File: src/rtl/dmem_pkg.sv
// rtl/dmem_pkg.sv - state encoding and sizing constants shared by the data-memory responder
package dmem_pkg;

  localparam int DMEM_AW_DEF = 5;
  localparam int DMEM_DW_DEF = 32;
  localparam int CNT_W       = 4;

  typedef enum logic [1:0] {
    IDLE = 2'd0,
    WAIT = 2'd1,
    RESP = 2'd2
  } dmem_state_e;

  // Counter preload on accept: WAIT runs cnt+1 cycles, so load LATENCY-1.
  function automatic logic [CNT_W-1:0] wait_count(input int lat);
    return (lat == 0) ? '0 : CNT_W'(lat - 1);
  endfunction

endpackage

File: src/rtl/dmem_array.sv
// rtl/dmem_array.sv - word storage with byte-masked synchronous write and registered synchronous read
module dmem_array
  import dmem_pkg::*;
#(
  parameter int AW = DMEM_AW_DEF,
  parameter int DW = DMEM_DW_DEF,
  localparam int NB = DW / 8
) (
  input  logic          clk_i,
  input  logic          rst_i,
  input  logic          wr_en_i,
  input  logic [AW-1:0] wr_addr_i,
  input  logic [DW-1:0] wr_data_i,
  input  logic [NB-1:0] wr_be_i,
  input  logic          rd_en_i,
  input  logic [AW-1:0] rd_addr_i,
  output logic [DW-1:0] rd_data_o
);

  logic [DW-1:0] mem_q [2**AW];
  logic [DW-1:0] rd_data_q;

  // Storage is deliberately outside reset so contents survive a pipeline flush.
  always_ff @(posedge clk_i) begin
    if (wr_en_i) begin
      for (int b = 0; b < NB; b++) begin
        if (wr_be_i[b]) begin
          mem_q[wr_addr_i][8*b +: 8] <= wr_data_i[8*b +: 8];
        end
      end
    end
  end

  always_ff @(posedge clk_i) begin
    if (rst_i) begin
      rd_data_q <= '0;
    end else if (rd_en_i) begin
      rd_data_q <= mem_q[rd_addr_i];
    end
  end

  assign rd_data_o = rd_data_q;

endmodule

File: src/rtl/dmem_responder.sv
// rtl/dmem_responder.sv - MEM-stage data-memory responder with fixed access latency; DMEM_BYTE_EN adds store byte enables
module dmem_responder
  import dmem_pkg::*;
#(
  parameter int AW      = DMEM_AW_DEF,
  parameter int DW      = DMEM_DW_DEF,
  parameter int LATENCY = 2
) (
  input  logic          Clock,
  input  logic          Reset,
  input  logic          req,
  input  logic          we,
  input  logic [AW-1:0] addr,
  input  logic [DW-1:0] wdata,
`ifdef DMEM_BYTE_EN
  input  logic [DW/8-1:0] be,
`endif
  output logic          ready,
  output logic          rvalid,
  output logic [DW-1:0] rdata,
  output logic          mem_stall
);

  localparam int NB = DW / 8;

  dmem_state_e      state_q, state_d;
  logic [CNT_W-1:0] cnt_q, cnt_d;
  logic             we_q, we_d;
  logic [AW-1:0]    addr_q, addr_d;
  logic [DW-1:0]    wdata_q, wdata_d;
  logic [NB-1:0]    be_q, be_d, be_in;

  logic             commit;
  logic             op_we;
  logic [AW-1:0]    op_addr;
  logic [DW-1:0]    op_wdata;
  logic [NB-1:0]    op_be;
  logic             wr_en, rd_en;

`ifdef DMEM_BYTE_EN
  assign be_in = be;
`else
  assign be_in = '1;
`endif

  // commit marks the edge that enters RESP; with zero latency that is the accept edge,
  // so the operation comes straight from the inputs instead of the latches.
  always_comb begin
    state_d  = state_q;
    cnt_d    = cnt_q;
    we_d     = we_q;
    addr_d   = addr_q;
    wdata_d  = wdata_q;
    be_d     = be_q;
    commit   = 1'b0;
    op_we    = we_q;
    op_addr  = addr_q;
    op_wdata = wdata_q;
    op_be    = be_q;
    unique case (state_q)
      IDLE: begin
        if (req) begin
          we_d    = we;
          addr_d  = addr;
          wdata_d = wdata;
          be_d    = be_in;
          if (LATENCY == 0) begin
            state_d  = RESP;
            commit   = 1'b1;
            op_we    = we;
            op_addr  = addr;
            op_wdata = wdata;
            op_be    = be_in;
          end else begin
            state_d = WAIT;
            cnt_d   = wait_count(LATENCY);
          end
        end
      end
      WAIT: begin
        if (cnt_q == '0) begin
          state_d = RESP;
          commit  = 1'b1;
        end else begin
          cnt_d = cnt_q - CNT_W'(1);
        end
      end
      RESP: begin
        state_d = IDLE;
      end
      default: begin
        state_d = IDLE;
      end
    endcase
  end

  always_ff @(posedge Clock) begin
    if (Reset) begin
      state_q <= IDLE;
      cnt_q   <= '0;
      we_q    <= 1'b0;
      addr_q  <= '0;
      wdata_q <= '0;
      be_q    <= '0;
    end else begin
      state_q <= state_d;
      cnt_q   <= cnt_d;
      we_q    <= we_d;
      addr_q  <= addr_d;
      wdata_q <= wdata_d;
      be_q    <= be_d;
    end
  end

  // Reset on the entering edge aborts the access, so neither port may fire.
  assign wr_en = commit & op_we & ~Reset;
  assign rd_en = commit & ~op_we & ~Reset;

  dmem_array #(
    .AW (AW),
    .DW (DW)
  ) u_array (
    .clk_i     (Clock),
    .rst_i     (Reset),
    .wr_en_i   (wr_en),
    .wr_addr_i (op_addr),
    .wr_data_i (op_wdata),
    .wr_be_i   (op_be),
    .rd_en_i   (rd_en),
    .rd_addr_i (op_addr),
    .rd_data_o (rdata)
  );

  assign ready     = (state_q == IDLE);
  assign rvalid    = (state_q == RESP);
  assign mem_stall = req && (state_q != RESP);

endmodule

File: config.mk
export PLATFORM = sky130hd
export DESIGN_NAME = dmem_responder
export DESIGN_NICKNAME = d
export VERILOG_FILES = /design/src/rtl/dmem_pkg.sv /design/src/rtl/dmem_array.sv /design/src/rtl/dmem_responder.sv
export SDC_FILE = /design/constraint.sdc
export NUM_CORES = 1
export LEC_CHECK = 0
export ABC_CLOCK_PERIOD_IN_PS = 6750
export CORE_MARGIN = 4
export CORE_UTILIZATION = 41
export DETAILED_ROUTE_END_ITERATION = 12
export PLACE_DENSITY = 0.59
export SETUP_SLACK_MARGIN = 0.05
export SLEW_MARGIN = 15
export SYNTH_ARGS = -nofsm -noshare
export SYNTH_HDL_FRONTEND = slang
export SYNTH_SLANG_ARGS = --single-unit
File: constraint.sdc
create_clock -name Clock -period 6.75 [get_ports Clock]
set_input_delay 1.6875 -clock Clock [delete_from_list [all_inputs] [get_ports Clock]]
set_output_delay 1.6875 -clock Clock [all_outputs]
set_load 0.05 [all_outputs]
==> results by group <==
Run status
  – Outcome: finished clean

GRT
  – Initial antenna violation count: 12
  – First-pass GRT wire length: 162 mm
  – GR Overflow Total: 0
  – Tot GR Track Use: 0.212
  – Pin count of the biggest net entering global routing: 137
  – Vias in the first global route: 21700

Detailed routing
  – Wirelength, routed: 115 mm
  – Iteration-0 DRC count of the detailed router: 2834
  – Drt pass-1 iters: 5
  – Routed Antenna Nets: 0
  – Wire length per cell: 30.3 microns
  – Vias per cell: 5.83
  – DR vias: 22100
  – Remaining DRCs: 0

Timing
  – RSZ-0062 raised after global routing: false
  – Worst Hold Slack: 0.453 ns
  – Worst slew margin: 0.190
  – Clock Skews: 0.0296 ns
  – Final worst slack: 1.94 ns
  – Post-route clock period utilization: 0.713
  – Fmax: 208 MHz
  – Setup TNS: 0 ns
  – Minimum clock period: 4.81 ns
  – Setup violations, final: 0
  – Max Slew Vio Count: 0
  – Count of final hold-check violations: 0
  – Worst-Margin Slew: 1.21 ns

Synthesis
  – Asr flop ratio synth: 0
  – Post-synth EDFFs: 1024
  – Synth Area per Inst: 18.9 sq um
  – Synth Register Bits: 1101
  – Cell with the most instances after synthesis: edfxtp_1
  – Mapped Area: 41600 sq um
  – Sequential share of the synthesized area: 0.776
  – Primary FF master, synth: edfxtp_1
  – Synth cell types: 45
  – Post-synth top cells: edfxtp_1 (1024), mux2i_1 (280), o22ai_1 (120)
  – Syn Nets: 2247
  – Top cell type's share of synthesized area: 0.739
  – Top post-synthesis cells by area: edfxtp_1 (74%), mux2i_1 (6.7%), mux4_2 (6.3%)
  – Post-Syn Instances: 2205
  – Leading area contributor after synthesis: edfxtp_1
  – Synth warn: 0

Cells and area
  – Fin cells: 3783
  – Fillers: 8353
  – Final core occ: 0.480
  – Layout cells sized above 1: 0.172
  – Footprint of the multi-input gates: 9050 sq um
  – Storage element area: 32300 sq um
  – # nets final: 2370
  – Final Cell Area: 48200 sq um
  – Synthesis-to-finish area growth: 15.9%

Clock tree
  – Clk buf depth: 3
  – CTS tree: built
  – Clock slew seen by the registers of the worst setup and hold paths: 0.06 ns
  – Clock sink total: 1101
  – Post CTS Setup Buffer Count: 0
  – CTS root buf: clkbuf_16
  – Clk_lat worst skew: 0.69 ns
  – Num CTS Buffers: 109
  – Resized cells post-CTS: 0
  – Hold_buf cts: 0
  – H-tree depth: 3

Placed design
  – Hpwl dp: 72.0 mm
  – Placed insts: 3567
  – GP Congestion: 0.852
  – IO Port Bufs: 75
  – Placed cell area: 44400 sq um
  – Pre-CTS setup slack: 1.93 ns

Pwr
  – Power Total: 14.6 mW
  – LEAKAGE: 15.3 nW
  – Worst IR Drop VDD: 0.000247 V
  – Pwr dens: 302 nW/um^2

Hold path
  – HP Start: op_wdata[31]
  – HP Class: flip-flop to flip-flop

Critical path
  – CP startpoint: req
  – CP Data Arrival Time: 3.12 ns
  – Setup crit end kind: output port
  – Worst path required time: 5.06 ns
  – Crit Path Max Fanout: 2
  – Critical path class: primary input to output port
  – Reg-to-Reg Start: cnt_q[0]
  – Setup crit start kind: primary input

Die
  – Num ports: 76
  – Chip height: 327 microns
  – Core area: 100000 sq um
  – Starting Density: 0.414
  – Die area: 107000 sq um
  – Site Rows: 116
  – Die X: 327 microns

Flow run
  – Max-cap violation count: 0
==> cell families (layout without fill, tap and decap cells) <==
| logic type | Yosys count | count (layout) | share of synthesized area |
|---|---|---|---|
| adders and majority gates | 1 | 1 | 0.000301 |
| DFF | 1101 | 1101 | 0.776 |
| other | 0 | 2 | 0 |
| buffers and inverters | 130 | 349 | 0.0132 |
| muxes | 404 | 404 | 0.132 |
| and+or+nand+nor | 285 | 285 | 0.0344 |
| AOI/OAI and AO/OA | 282 | 282 | 0.0438 |
| xor gates and xnor gates | 2 | 2 | 0.000421 |
==> worst max-delay path, stage by stage <==
cell and delay [ns]:
clkdlybuf4s50_1 0.48, nor2b_1 0.14, clkdlybuf4s50_1 0.82
==> final timing paths <==
kind	endpoint	slack, ns	depth (start not counted)
setup / recovery	mem_stall	1.94	3
hold / removal	op_wdata[31]	0.45	2
setup reg to reg	u_array.mem_q[13][16]	2.77	8
hold reg to reg	op_wdata[31]	0.45	2
==> registers in the layout (all words and copies together), names as in the netlist <==
| register | flops |
|---|---|
| u_array.mem_q | 1024 |
| op_wdata | 32 |
| u_array.rd_data_o | 32 |
| addr_q | 5 |
| cnt_q | 4 |
| state_q | 2 |
| be_q | 1 |
| op_we | 1 |
==> metal layers <==
| layer | global-route usage | share of wire |
|---|---|---|
| met1 | 0.301 | 0.41 |
| met2 | 0.312 | 0.44 |
| met3 | 0.0772 | 0.12 |
| met4 | 0.0522 | 0.023 |
| met5 | 0.0136 | 0.0018 |
==> where the power goes <==
group / switching (mW) / leakage, nW / internal (mW)
clock network: 2.56 / 1.81 / 3.57
registers: 0.0845 / 10.4 / 7.51
logic: 0.553 / 3.05 / 0.276
total: 3.20 / 15.3 / 11.4
==> placed cells by master (no fill, tap or decap), types with 49 or more instances in the layout <==
cell type        instances
buf_4                   49
dfxtp_1                 66
edfxtp_1              1024
nand2_1                108
clkbuf_16              110
mux2i_1                280
clkdlybuf4s50_1         74
mux4_2                 116
a21oi_1                 67
o22ai_1                120
==> area by class of cell <==
type / instances / area share
Sequential cell: 1101 / 0.670
Multi-Input combinational cell: 974 / 0.188
Clock buffer: 141 / 0.0615
Tap cell: 1357 / 0.0352
Timing Repair Buffer: 140 / 0.0314
Clock inverter: 66 / 0.0143
Inverter: 2 / 0.000156
Antenna cell: 2 / 0.000104
No activity file was read; power rests on OpenSTA's default activity.
